[config.mk]
export PLATFORM = sky130hd
export DESIGN_NAME = lfi_sweep_scheduler
export DESIGN_NICKNAME = d
export VERILOG_FILES = /design/src/rtl/lfi_sweep_scheduler.sv
export SDC_FILE = /design/constraint.sdc
export NUM_CORES = 1
export LEC_CHECK = 0
export BUFFER_PORTS_ARGS = -buffer_cell sky130_fd_sc_hd__buf_2
export CAP_MARGIN = 40
export CORE_ASPECT_RATIO = 1.5
export CORE_MARGIN = 2
export CORE_UTILIZATION = 45
export DETAILED_ROUTE_END_ITERATION = 7
export GPL_TIMING_DRIVEN = 0
export HOLD_SLACK_MARGIN = 0.06
export PLACE_DENSITY = 0.67
export SYNTH_ARGS = -nofsm -noshare
export SYNTH_HDL_FRONTEND = slang
export SYNTH_SLANG_ARGS = --single-unit
[constraint.sdc]
create_clock -name clk_i -period 2.59 [get_ports clk_i]
set_input_delay 0.259 -clock clk_i [delete_from_list [all_inputs] [get_ports clk_i]]
set_output_delay 0.259 -clock clk_i [all_outputs]
set_load 0.01 [all_outputs]
[src/rtl/lfi_sweep_scheduler.sv]
// lfi_sweep_scheduler: shares one Lfi datapath across NUM_NEURONS neurons per sweep; LFI_REFRACTORY_EN adds refractory skipping
module lfi_sweep_scheduler #(
  parameter int NUM_NEURONS    = 4,
  parameter int ID_W           = 2,
  parameter int DATA_W         = 8,
  parameter int FIFO_DEPTH     = 4,
  parameter int REFRACT_SWEEPS = 2
) (
  input  logic                          clk_i,
  input  logic                          reset,
  input  logic                          tick_i,
  input  logic [NUM_NEURONS*DATA_W-1:0] current_i,
  output logic                          dp_valid_o,
  input  logic                          dp_ready_i,
  output logic [DATA_W-1:0]             dp_state_o,
  output logic [DATA_W-1:0]             dp_current_o,
  input  logic                          dp_resp_valid_i,
  input  logic [DATA_W-1:0]             dp_state_i,
  input  logic                          dp_spike_i,
  output logic                          spike_valid_o,
  output logic [ID_W-1:0]               spike_id_o,
  input  logic                          spike_ready_i,
  output logic                          busy_o,
  output logic                          sweep_done_o,
  output logic                          overrun_o,
  output logic                          drop_o
);
  localparam logic [1:0] IDLE  = 2'd0;
  localparam logic [1:0] ISSUE = 2'd1;
  localparam logic [1:0] WAIT  = 2'd2;
  localparam int PTR_W = $clog2(FIFO_DEPTH);
  localparam int CNT_W = PTR_W + 1;
  logic [1:0]        st;
  logic [ID_W-1:0]   idx;
  logic [DATA_W-1:0] mem  [NUM_NEURONS];
  logic [DATA_W-1:0] snap [NUM_NEURONS];
  logic [ID_W-1:0]   fifo [FIFO_DEPTH];
  logic [PTR_W-1:0]  wr_ptr, rd_ptr;
  logic [CNT_W-1:0]  cnt;
  logic skip, resp, adv, last, push, pop, full, push_ok;
`ifdef LFI_REFRACTORY_EN
  localparam int R_W = $clog2(REFRACT_SWEEPS + 1);
  logic [R_W-1:0] refr [NUM_NEURONS];
  assign skip = (st == ISSUE) && (refr[idx] != '0);
  // refractory counters: load on a spike, count down on each skipped visit
  always_ff @(posedge clk_i or posedge reset)
    if (reset)
      for (int k = 0; k < NUM_NEURONS; k++) refr[k] <= '0;
    else if (skip)
      refr[idx] <= refr[idx] - 1'b1;
    else if (push)
      refr[idx] <= R_W'(REFRACT_SWEEPS);
`else
  logic unused_refr;
  assign skip        = 1'b0;
  assign unused_refr = REFRACT_SWEEPS != 0;
`endif
  assign resp          = (st == WAIT) && dp_resp_valid_i;
  assign adv           = resp || skip;
  assign last          = idx == ID_W'(NUM_NEURONS - 1);
  assign busy_o        = st != IDLE;
  assign dp_valid_o    = (st == ISSUE) && !skip;
  assign dp_state_o    = (st == ISSUE) ? mem[idx] : '0;
  assign dp_current_o  = (st == ISSUE) ? snap[idx] : '0;
  assign sweep_done_o  = adv && last;
  assign overrun_o     = tick_i && busy_o;
  assign push          = resp && dp_spike_i;
  assign spike_valid_o = cnt != '0;
  assign spike_id_o    = spike_valid_o ? fifo[rd_ptr] : '0;
  assign pop           = spike_valid_o && spike_ready_i;
  assign full          = cnt == CNT_W'(FIFO_DEPTH);
  assign push_ok       = push && (!full || pop);
  // sweep sequencing, snapshot at tick and membrane write-back
  always_ff @(posedge clk_i or posedge reset)
    if (reset) begin
      st  <= IDLE;
      idx <= '0;
      for (int k = 0; k < NUM_NEURONS; k++) begin
        mem[k]  <= '0;
        snap[k] <= '0;
      end
    end else begin
      if (st == IDLE && tick_i) begin
        st  <= ISSUE;
        idx <= '0;
        for (int k = 0; k < NUM_NEURONS; k++) snap[k] <= current_i[k*DATA_W +: DATA_W];
      end else if (dp_valid_o && dp_ready_i)
        st <= WAIT;
      if (adv) begin
        mem[idx] <= skip ? '0 : dp_state_i;
        st       <= last ? IDLE : ISSUE;
        idx      <= last ? '0 : idx + 1'b1;
      end
    end
  // spike FIFO pointers, occupancy and sticky drop flag
  always_ff @(posedge clk_i or posedge reset)
    if (reset) begin
      wr_ptr <= '0;
      rd_ptr <= '0;
      cnt    <= '0;
      drop_o <= 1'b0;
    end else begin
      wr_ptr <= push_ok ? wr_ptr + 1'b1 : wr_ptr;
      rd_ptr <= pop ? rd_ptr + 1'b1 : rd_ptr;
      cnt    <= cnt + CNT_W'(push_ok) - CNT_W'(pop);
      drop_o <= drop_o || (push && !push_ok);
    end
  // spike FIFO storage; a full push with a pop overwrites the slot being read out
  always_ff @(posedge clk_i)
    if (push_ok) fifo[wr_ptr] <= idx;
endmodule

==> run_results.csv <==
group,metric,value,unit
synthesis,synthMuxAreaShare,28.93,%
power,p_per_area,1198,nW/um^2
synthesis,yosysWarnings,0,
synthesis,synthArstFlopShare,90.48,%
worst_setup_path,rr_endpoint,"cnt[2]",
cells_and_area,multi_input_comb_area,1665,sq um
clock_tree,clkSinkCount,84,
synthesis,synth.distinct_cells,32,
cells_and_area,nets,400,
drt,antenna_left,0,
synthesis,synth_top_family_by_area,"multiplexers",
clock_tree,insertion_delay,0.33,ns
global_route,grt_pass1_wl,12800,um
worst_setup_path,cp_max_fo,10,
drt,dr_total_vias,2392,
synthesis,syn_area,3944,sq um
worst_setup_path,critPathLaunchType,"register",
timing,hold_violations,0,
worst_hold_path,hp-start,"current_i[29]",
floorplan,rows,41,
worst_hold_path,min_path_cells,2,
synthesis,avgSynthCellArea,15.23,sq um
worst_setup_path,end_kind,"output port",
global_route,grt_max_degree,59,
clock_tree,clock-root-buffer,"clkbuf_16",
global_route,antenna_found_initial,0,
worst_setup_path,r2r_start,"st[1]",
synthesis,synthFlopType,"dfrtp_1",
synthesis,synthTopCellsByCount,"76 x dfrtp_1, 62 x mux2_2, 18 x mux4_2",
floorplan,dieArea,9544,sq um
timing,maxSlewHeadroom,67.91,%
drt,drtIter0Drc,105,
power,peakVddDrop,0.5967,mV
global_route,grt_pass1_vias,2588,
cells_and_area,regArea,2142,sq um
clock_tree,ctsHtreeMaxLevel,3,
synthesis,yosysMostFrequentCell,"dfrtp_1",
clock_tree,cts_buffer_depth,2,
timing,fin_skew,0.004521,ns
synthesis,synth_nets,317,
power,p_leak,2.256,nW
drt,wl,7534,um
timing,worstMarginPinSlew,0.4813,ns
synthesis,yosys.area.top_type,"dfrtp_1",
synthesis,yosysSeqAreaShare,54.31,%
timing,setup_viol,0,
worst_setup_path,r2r_cells,12,
global_route,grt.total_usage,17.78,%
floorplan,io_pins,71,
worst_hold_path,hold_path_end,"snap[5]",
synthesis,synth-edff-count,8,
synthesis,ys_seq_elements,84,
floorplan,die_x,80.44,um
drt,wl_per_cell,16.59,um
synthesis,synth_adder_area_share,3.680,%
floorplan,core_area,8464,sq um
floorplan,die_h,118.7,um
cells_and_area,drive_gt1_share,53.31,%
timing,period_share,93.16,%
cells_and_area,n_antenna_cell,0,
timing,fmax,414.5,MHz
clock_tree,cts_tree,"yes",
worst_setup_path,arrival,2.15,ns
cells_and_area,fill_cells,720,
clock_tree,clk_pin_slew,0.06,ns
cells_and_area,syn_to_final_growth,21.16,%
floorplan,start_util,46.59,%
synthesis,synth_compound_area_share,1.745,%
flow_run,cap_violations,0,
synthesis,synthXorXnorAreaFrac,1.110,%
drt,first_pass_iters,4,
placed_design,dp_hpwl,5320,um
worst_setup_path,critPathKind,"register to output port",
timing,min_period,2.413,ns
run_status,outcome,"completed",
synthesis,post_synth_and_or_nand_nor_area_fraction,6.536,%
worst_hold_path,hp-class,"primary input to register",
clock_tree,cts_buffers,9,
timing,tns,0,ns
drt,viasPerCell,5.269,
drt,drc,0,
synthesis,netlist.area_leader.share,48.22,%
worst_setup_path,cp_data_required_time,2.33,ns
synthesis,syn-instance-count,259,
cells_and_area,fin_util,56.45,%
placed_design,gp_congestion,0.7772,
synthesis,yosys-top-cells-area,"dfrtp_1 48%, mux2_2 18%, mux4_2 10%",
placed_design,port_buffers,70,
timing,maxSlewViolCount,0,
global_route,grt_overflow,0,
worst_setup_path,setup.worst_path.start,"idx[1]",
timing,rsz0062_at_grt,"no",
worst_setup_path,regToRegSetupSlack,0.20,ns
## power by group
group / internal, mW / switching, mW
clock: 0.772 / 0.503
combinational: 1.26 / 0.866
sequential: 1.96 / 0.366
## worst max-delay path by stage
| stage | end | depth (start not counted) |
|---|---|---|
| 2_1_floorplan | cnt[2] | 9 |
| 3_3_place_gp | cnt[2] | 2 |
| 3_5_place_dp | cnt[2] | 11 |
| 4_1_cts | dp_state_o[6] | 5 |
| 5_1_grt | dp_state_o[5] | 5 |
| 6_report | dp_state_o[6] | 5 |
## logic make-up after synthesis
family,count (synthesis)
muxes,83
DFF,84
adders and majority gates,11
xor gates and xnor gates,5
AOI/OAI and AO/OA,11
and+or+nand+nor,38
buffers and inverters,27
## what timing repair did
action,in CTS,in global routing
hold buffers,1,0
endpoints found under the setup margin,0,1
resized for setup,0,1
buffers inserted,0,0
hold endpoints to repair,18,0
## critical path: stages, from the launching register on
cell	delay, ns
dfrtp_1	0.44
buf_2	0.37
buf_2	0.34
mux4_2	0.33
and3_1	0.20
buf_2	0.14
## cells in the final DEF (no fill, tap or decap), types with 2 or more instances in the layout
master	n
inv_1	14
mux4_2	18
dfrtp_1	76
a22o_1	2
and3b_1	2
clkbuf_1	3
clkinv_2	3
and3_1	16
buf_6	4
xnor2_1	4
nand2_2	4
mux2_2	62
edfxtp_1	8
buf_4	3
buf_2	72
and2_1	8
o21ai_0	6
mux2_1	2
clkbuf_16	9
ha_1	10
## metrics by stage
stage | std cells | area [sq um] | hold WS (ns) | power (mW) | worst slack [ns]
final | 454 | 4778 | 0.1414 | 5.725 | 0.1772
after global routing | 454 | 4778 | 0.1472 | 6.142 | 0.01445
after CTS | 454 | 4770 | 0.1293 | 5.799 | 0.1252
after detailed placement | 437 | 4458 | 0.2221 | 4.500 | 0.1728
after global placement | 436 | 4428 | 0.4464 | 4.406 | -0.5560
after floorplan | 259 | 3944 | 0.3554 | 3.895 | 0.2850
## layout make-up
class	instances	area share [%]
repair buffers	72	8.117
clock inverters	6	1.309
well taps	107	2.802
flip-flops and latches	84	44.83
multi-input cells	148	34.85
clock buffers	10	5.001
plain buffers	12	1.859
inverters	15	1.231
## sequential cells by signal, summed over array words and instances (netlist names)
register / cells
drop_o: 1
snap: 32
rd_ptr: 2
st: 2
fifo: 8
idx: 2
wr_ptr: 2
cnt: 3
mem: 32
## layer usage
| layer | part of all wire, % | wire length, um | track usage (%) |
|---|---|---|---|
| met1 | 42 | 3143 | 22.51 |
| met2 | 51 | 3879 | 29.06 |
| met3 | 5.2 | 394 | 4.580 |
| met4 | 1.6 | 117 | 6.674 |
| met5 | 0 | 0 | 0 |
Power figures use the tool's default switching activity.
